File: src/rtl/alu_vector_recorder_if.sv
// alu_vector_recorder_if: session control, ALU capture and record stream signals
interface alu_vector_recorder_if #(parameter int WIDTH = 32);
  logic                 start;
  logic [15:0]          num_samples;
  logic                 cap_valid;
  logic [WIDTH-1:0]     cap_a;
  logic [WIDTH-1:0]     cap_b;
  logic [1:0]           cap_ctrl;
  logic [WIDTH-1:0]     cap_result;
  logic [3:0]           cap_flags;
  logic                 vec_valid;
  logic                 vec_ready;
  logic [3*WIDTH+7:0]   vec_data;
  logic                 busy;
  logic                 done;
  logic [15:0]          dropped;
  modport master (
    output start, num_samples, cap_valid, cap_a, cap_b, cap_ctrl, cap_result, cap_flags, vec_ready,
    input  vec_valid, vec_data, busy, done, dropped
  );
  modport slave (
    input  start, num_samples, cap_valid, cap_a, cap_b, cap_ctrl, cap_result, cap_flags, vec_ready,
    output vec_valid, vec_data, busy, done, dropped
  );
endinterface

File: src/rtl/alu_vector_recorder.sv
// alu_vector_recorder: records a fixed number of ALU transactions into a FIFO
// and streams them out over a valid/ready port.
module alu_vector_recorder #(
  parameter int WIDTH = 32,
  parameter int DEPTH = 16
) (
  input logic clk,
  input logic rst_n,
  alu_vector_recorder_if.slave bus
);
  localparam int AW = $clog2(DEPTH);
  localparam int RW = 3*WIDTH+8;
  typedef enum logic [1:0] {IDLE, RECORD, DRAIN} state_t;
  state_t          state;
  logic [AW:0]     wptr, rptr;
  logic [15:0]     remaining, dropped_q;
  logic            done_q;
  logic [RW-1:0]   mem [DEPTH];
  logic            empty, full, rd, cap, wr, drop;
  assign empty = wptr == rptr;
  assign full  = (wptr[AW] != rptr[AW]) && (wptr[AW-1:0] == rptr[AW-1:0]);
  assign rd    = !empty && bus.vec_ready;
  assign cap   = (state == RECORD) && bus.cap_valid;
  // a read in the same cycle frees the slot, so a full buffer still accepts
  assign wr    = cap && (!full || rd);
  assign drop  = cap && full && !rd;
  assign bus.vec_valid = !empty;
  assign bus.vec_data  = empty ? '0 : mem[rptr[AW-1:0]];
  assign bus.busy      = state != IDLE;
  assign bus.done      = done_q;
  assign bus.dropped   = dropped_q;
  always_ff @(posedge clk)
    if (wr) mem[wptr[AW-1:0]] <= {2'b00, bus.cap_a, bus.cap_b, bus.cap_ctrl, bus.cap_result, bus.cap_flags};
  always_ff @(posedge clk or negedge rst_n) begin
    if (!rst_n) begin
      state     <= IDLE;
      wptr      <= '0;
      rptr      <= '0;
      remaining <= '0;
      dropped_q <= '0;
      done_q    <= 1'b0;
    end else begin
      done_q <= 1'b0;
      if (rd) rptr <= rptr + (AW+1)'(1);
      if (wr) wptr <= wptr + (AW+1)'(1);
      case (state)
        IDLE:
          if (bus.start) begin
            remaining <= bus.num_samples;
            dropped_q <= '0;
            state     <= (bus.num_samples == 16'd0) ? DRAIN : RECORD;
          end
        RECORD:
          if (bus.cap_valid) begin
            remaining <= remaining - 16'd1;
            if (remaining == 16'd1) state <= DRAIN;
            if (drop && dropped_q != 16'hFFFF) dropped_q <= dropped_q + 16'd1;
          end
        DRAIN:
          if (empty) begin
            state  <= IDLE;
            done_q <= 1'b1;
          end
        default: state <= IDLE;
      endcase
    end
  end
endmodule

File: src/flat_wrapper.sv
// flat-port wrapper written by rule: the top's interface ports become plain ports
module alu_vector_recorder_flat 
#(
  parameter int WIDTH = 32,
  parameter int DEPTH = 16
)
  (clk, rst_n, bus_start, bus_num_samples, bus_cap_valid, bus_cap_a, bus_cap_b, bus_cap_ctrl, bus_cap_result, bus_cap_flags, bus_vec_ready, bus_vec_valid, bus_vec_data, bus_busy, bus_done, bus_dropped);
  alu_vector_recorder_if #(.WIDTH(WIDTH)) bus_i ();
  input logic clk;
  input logic rst_n;
  input wire logic [$bits(bus_i.start)-1:0] bus_start;
  input wire logic [$bits(bus_i.num_samples)-1:0] bus_num_samples;
  input wire logic [$bits(bus_i.cap_valid)-1:0] bus_cap_valid;
  input wire logic [$bits(bus_i.cap_a)-1:0] bus_cap_a;
  input wire logic [$bits(bus_i.cap_b)-1:0] bus_cap_b;
  input wire logic [$bits(bus_i.cap_ctrl)-1:0] bus_cap_ctrl;
  input wire logic [$bits(bus_i.cap_result)-1:0] bus_cap_result;
  input wire logic [$bits(bus_i.cap_flags)-1:0] bus_cap_flags;
  input wire logic [$bits(bus_i.vec_ready)-1:0] bus_vec_ready;
  output wire logic [$bits(bus_i.vec_valid)-1:0] bus_vec_valid;
  output wire logic [$bits(bus_i.vec_data)-1:0] bus_vec_data;
  output wire logic [$bits(bus_i.busy)-1:0] bus_busy;
  output wire logic [$bits(bus_i.done)-1:0] bus_done;
  output wire logic [$bits(bus_i.dropped)-1:0] bus_dropped;
  assign bus_i.start = bus_start;
  assign bus_i.num_samples = bus_num_samples;
  assign bus_i.cap_valid = bus_cap_valid;
  assign bus_i.cap_a = bus_cap_a;
  assign bus_i.cap_b = bus_cap_b;
  assign bus_i.cap_ctrl = bus_cap_ctrl;
  assign bus_i.cap_result = bus_cap_result;
  assign bus_i.cap_flags = bus_cap_flags;
  assign bus_i.vec_ready = bus_vec_ready;
  assign bus_vec_valid = bus_i.vec_valid;
  assign bus_vec_data = bus_i.vec_data;
  assign bus_busy = bus_i.busy;
  assign bus_done = bus_i.done;
  assign bus_dropped = bus_i.dropped;
  alu_vector_recorder #(.WIDTH(WIDTH), .DEPTH(DEPTH)) u_core (.clk(clk), .rst_n(rst_n), .bus(bus_i));
endmodule
File: config.mk
export PLATFORM = sky130hd
export DESIGN_NAME = alu_vector_recorder_flat
export DESIGN_NICKNAME = d
export VERILOG_FILES = /design/src/rtl/alu_vector_recorder_if.sv /design/src/rtl/alu_vector_recorder.sv /design/src/flat_wrapper.sv
export SDC_FILE = /design/constraint.sdc
export NUM_CORES = 2
export LEC_CHECK = 0
export BUFFER_PORTS_ARGS = -buffer_cell sky130_fd_sc_hd__buf_2
export CAP_MARGIN = 20
export CORE_MARGIN = 5
export CORE_UTILIZATION = 40
export DETAILED_ROUTE_END_ITERATION = 6
export GPL_TIMING_DRIVEN = 0
export PLACE_DENSITY = 0.57
export SLEW_MARGIN = 30
export SYNTH_ARGS = -nofsm -noshare
export SYNTH_HDL_FRONTEND = slang
export SYNTH_SLANG_ARGS = --single-unit
export TNS_END_PERCENT = 1
File: constraint.sdc
create_clock -name clk -period 28.7 [get_ports clk]
set_input_delay 1.435 -clock clk [delete_from_list [all_inputs] [get_ports clk]]
set_output_delay 1.435 -clock clk [all_outputs]
set_load 0.005 [all_outputs]
Word level (Yosys, flattened, before mapping)
Memories as Yosys holds them, arrays and structs flattened.
Cells that the tools add are included.
- register bits after elaboration: 45
- memories: 1
- input port bits: 123
- RAM bits: 1632
- memory list (name ; words ; width ; read ports ; clocked after memory_dff ; write ports ; line ; source):
    u_core.mem ; 16 ; 102 ; 1 ; 0 ; 1 ; alu_vector_recorder.sv:18 ; logic [RW-1:0] mem [DEPTH];
- reduce and logical (&&, ||, !) cells: 18
- multiplexer cells: 18
- add/subtract/negate cells: 4
- equality and inequality tests: 12
- operator list (cell ; count):
    2-to-1 mux 104 bit ; 1
    2-to-1 mux 16 bit ; 5
    one-hot mux 16 bit (2 select lines) ; 2
    adder 16 x 1 -> 16 bit, second input constant ; 1
    == test 16 x 1 -> 1 bit, second input constant ; 1
    logical NOT 16 bit ; 1
    inequality test 16 bit, second input constant ; 1
    subtractor 16 x 1 -> 16 bit, second input constant ; 1
    adder 5 x 1 -> 5 bit, second input constant ; 2
    2-to-1 mux 2 bit ; 5
    inequality test 2 bit, second input constant ; 4
    AND reduction 4 bit ; 2
    logical AND 1 bit ; 7
    one-hot mux 2 bit (3 select lines) ; 1
    == test 5 bit ; 1
    == test 4 bit ; 1
    2-to-1 mux 1 bit ; 4
    nonzero test 2 bit ; 2
    logical NOT 1 bit ; 3
    AND reduction 3 bit ; 1
    == test 2 x 1 -> 1 bit, second input constant ; 1
    == test 2 bit, second input constant ; 1
    logical NOT 2 bit ; 1
    inequality test 2 x 1 -> 1 bit, second input constant ; 1
    other kinds (2) ; 2

Logic depth before layout (Yosys ltp)
- word-level depth: 9
- gate-level depth with buffers: 8
- gate-level depth less buffers: 7

Worst setup path before layout
No wires, ideal clock.
- kind: input to register
- start point: input bus_vec_ready
- end point: memory u_core.mem[0][0] in the netlist's numbering, enable pin
- arrival: 12420 ps
- buffers on the path: 1
- stages: 3
- library setup time: 850 ps
- setup slack: 15430 ps
- data required time: 27850 ps
- path through: o311a_1 -> clkbuf_1 -> nor4b_1
- cells in the longest elaborated chain, start to end: 5
- ends and longest elaborated chain (item ; line ; source):
    start, declared ; flat_wrapper.sv:19 ; input wire logic [$bits(bus_i.vec_ready)-1:0] bus_vec_ready;
    logical AND 1 bit ; alu_vector_recorder.sv:22 ; assign rd = !empty && bus.vec_ready;
    logical OR 1 bit ; alu_vector_recorder.sv:25 ; assign wr = cap && (!full || rd);
    logical AND 1 bit ; alu_vector_recorder.sv:25 ;
    2-to-1 mux 1 bit ; alu_vector_recorder.sv:33 ; if (wr) mem[wptr[AW-1:0]] <= {2'b00, bus.cap_a, bus.cap_b, bus.cap_ctrl, bus.cap_result, bus.cap_flags};
    2-to-1 mux 1 bit (not written as such) ; alu_vector_recorder.sv:33 ;
    end, declared ; alu_vector_recorder.sv:18 ;
Every way passes these cells.

Final worst setup path
- start point: register u_core.rptr[3]
- end point: output bus_vec_data[82]
- cells in the longest elaborated chain, start to end: 2
- elaborated cells on any way between the ends: 3
- ends and longest elaborated chain (item ; line ; source):
    start, declared ; alu_vector_recorder.sv:15 ; logic [AW:0] wptr, rptr;
    start signal, assigned ; alu_vector_recorder.sv:44 ; if (rd) rptr <= rptr + (AW+1)'(1);
    memory (16 x 102 bit) or == test 5 bit (tied branches) ; n/a ;
    2-to-1 mux 104 bit (*) ; alu_vector_recorder.sv:28 ; assign bus.vec_data = empty ? '0 : mem[rptr[AW-1:0]];
    end, declared ; flat_wrapper.sv:21 ; output wire logic [$bits(bus_i.vec_data)-1:0] bus_vec_data;
Every way passes the cells marked *; elsewhere a longest branch is shown, timed or not.

==> reports/metrics.csv <==
metric;value;unit
leakage;0.02517;uW
synthTopCellsByArea;edfxtp_1, mux4_2, dfrtp_1;
synth_edf_count;1632;
cp.arrival;4.50;ns
p_sw;2343;uW
drt_wl_total;171.4;mm
fmax;168.4;MHz
hold_violations;0;
vias;31715;
setup_viol;0;
dieArea;170000;um2
fp.dieW;412.4;um
ys_types;57;
clock_path_buffers;3;
postCtsSetupBuffers;0;
fill_cells;13044;
root_buffer;clkbuf_16;
crit_type;flop to output pin;
coreArea;160800;um2
synthToLayoutAreaGrowth;18.53;%
tightest_slew;1.088;ns
wire_per_inst;30.07;um
fin_ws;22.76;ns
synthArstFlopShare;2.683;%
cts.sinks;1677;
maxCapViolations;0;
synth.avg_cell_area;24.01;um2
insertion_delay;0.81;ns
cts_buffers;171;
power;7669;uW
drc;0;
peakVddDrop;0.00006231;V
rsz0062_at_grt;false;
synth_top_cell_by_area;edfxtp_1;
grt_pass1_wl;244.0;mm
synth_most_common_cell;edfxtp_1;
tns;0;ns
min_period_over_period;20.69;%
htreeDepth;4;
finalWeightedCongestion;0.8057;
synth_top_area_share;75.68;%
grt.total_usage;20.21;%
grt_pass1_vias;33411;
synth_area;64760;um2
layout-drive-gt1-share;38.53;%
cts_hold_buf;0;
pwr-share-clk;27.5;%
grt_max_degree;46;
dr.pass1.iters;6;
synthFlopType;edfxtp_1;
p_seq_share;39.1;%
layout_min_cycle_time;5.939;ns
p_sw_share;30.55;%
relSlewSlack;27.50;%
status;finished clean;
ys_warn_count;0;
drt_iter0_markers;3810;
crit_path_end_kind;output pin;
p_comb_share;33.4;%
nets;3510;
path_clk_slew;0.06;ns
dpl.hpwl;113.2;mm
globalRouteOverflowTotal;0;
io_buffers;243;
hold_class;flop to flop;
num_rows;147;
antenna_found_initial;42;
initial_core_util;40.28;%
top_level_ports;246;
post_drt_via_cell_ratio;5.565;
synth-seq-cells;1677;
postRouteAntennaNets;0;
cp-start-kind;flop;
ctsResizeCount;0;
path_max_fanout;10;
yosysSeqAreaShare;77.42;%
cp_data_required_time;27.26;ns
cts_tree;done;
pwr_density_cell;99.92;nW/um2
internal_power;5326;uW
ys_top_cells_by_count;edfxtp_1, mux4_2, and2_1;
maxSlewViolCount;0;
netlist_instances;2697;
finalClockSkew;0.03636;ns
dpl_worst_slack;23.54;ns
die_h;412.4;um
[final cells by class]
class / count / area (um2) / area share, %
diodes: 17 / 42.54 / 0.05543
repair buffers: 508 / 3851 / 5.018
plain buffers: 146 / 930.9 / 1.213
flip-flops and latches: 1677 / 50130 / 65.32
clock inverters: 94 / 760.7 / 0.9911
inverters: 18 / 67.56 / 0.08803
multi-input cells: 857 / 13730 / 17.89
well taps: 2160 / 2703 / 3.521
clock buffers: 222 / 4532 / 5.904
[power by group through the flow]
| stage | Combinational [uW] | Clock (uW) | Sequential (uW) |
|---|---|---|---|
| 4_1_cts | 2630 | 2150 | 3000 |
| 6_report | 2560 | 2110 | 3000 |
| 3_5_place_dp | 2620 | 0 | 3050 |
| 2_1_floorplan | 1510 | 0 | 3080 |
| 3_3_place_gp | 2480 | 0 | 3180 |
| 5_1_grt | 2730 | 2260 | 3010 |
[placed cells by master, fill, tap and decap left out, types with 18 or more instances in the layout]
| cell type | n |
|---|---|
| buf_16 | 33 |
| nand2_1 | 24 |
| clkinv_2 | 31 |
| buf_2 | 362 |
| clkbuf_1 | 114 |
| inv_1 | 18 |
| edfxtp_1 | 1632 |
| clkinv_1 | 35 |
| buf_6 | 60 |
| mux4_2 | 510 |
| nor2_1 | 21 |
| and2_1 | 103 |
| clkbuf_16 | 172 |
| buf_4 | 92 |
| a21oi_1 | 24 |
| dfrtp_1 | 45 |
[stage by stage]
stage / util (%) / cells / hold slack (ns) / cell area, um2
floorplan: - / 2698 / 0.4607 / 64760
global placement: 42.72 / 5101 / 0.4748 / 68680
detailed placement: 44.41 / 5364 / 0.4818 / 71390
CTS: 47.71 / 5680 / 0.4911 / 76690
global route: 47.73 / 5688 / 0.5258 / 76730
finish: 47.75 / 5699 / 0.4957 / 76750
[sequential cells by signal, indices dropped and copies added, names as in the netlist]
signal,flops
u_core.state,2
u_core.wptr,5
u_core.mem,1632
u_core.bus.done,1
u_core.bus.dropped,16
u_core.rptr,5
u_core.remaining,16
[worst paths after layout]
check	cells after the start	endpoint	slack (ns)	start
max in group asynchronous	1	u_core.rptr[2]$_DFFE_PN0P_	27.61	rst_n
min in group asynchronous	1	u_core.remaining[13]$_DFFE_PN0P_	0.65	rst_n
setup / recovery	9	bus_vec_data[82]	22.76	u_core.rptr[3]$_DFFE_PN0P_
hold reg to reg	1	u_core.wptr[4]$_DFFE_PN0P_	0.50	u_core.wptr[4]$_DFFE_PN0P_
hold / removal	1	u_core.wptr[4]$_DFFE_PN0P_	0.50	u_core.wptr[4]$_DFFE_PN0P_
setup reg to reg	12	u_core.mem[2][86]$_DFFE_PP_	24.16	u_core.rptr[3]$_DFFE_PN0P_
[per-layer routing]
metal / up-vias / share of wire (%) / GRT usage, %
li1: 12996 / - / -
met1: 17104 / 40 / 26.83
met2: 1316 / 51 / 34.10
met3: 289 / 6.9 / 4.312
met4: 10 / 2.5 / 5.467
met5: - / 0.043 / 0
[critical path: stages (launching register included)]
cell and delay (ns):
dfrtp_1 0.32, clkbuf_1 0.42, xnor2_1 0.18, nand4_1 0.32, or2_1 0.15, buf_2 0.61, clkbuf_2 0.55, clkbuf_1 0.59
and2_1 0.38, buf_2 0.17
[logic make-up (layout without fill, tap and decap cells)]
logic type / count (synthesis) / in the layout / share of synthesized area [%]
other cells: 1 / 19 / 0.005791
buf+inv: 164 / 988 / 1.511
fa+ha+maj: 8 / 8 / 0.1546
flops: 1677 / 1677 / 77.42
simple gates: 239 / 239 / 2.139
compound gates: 80 / 80 / 0.7787
xor+xnor: 13 / 13 / 0.1758
mux: 515 / 515 / 17.82
Note: power is estimated with default switching activity, not from simulation.
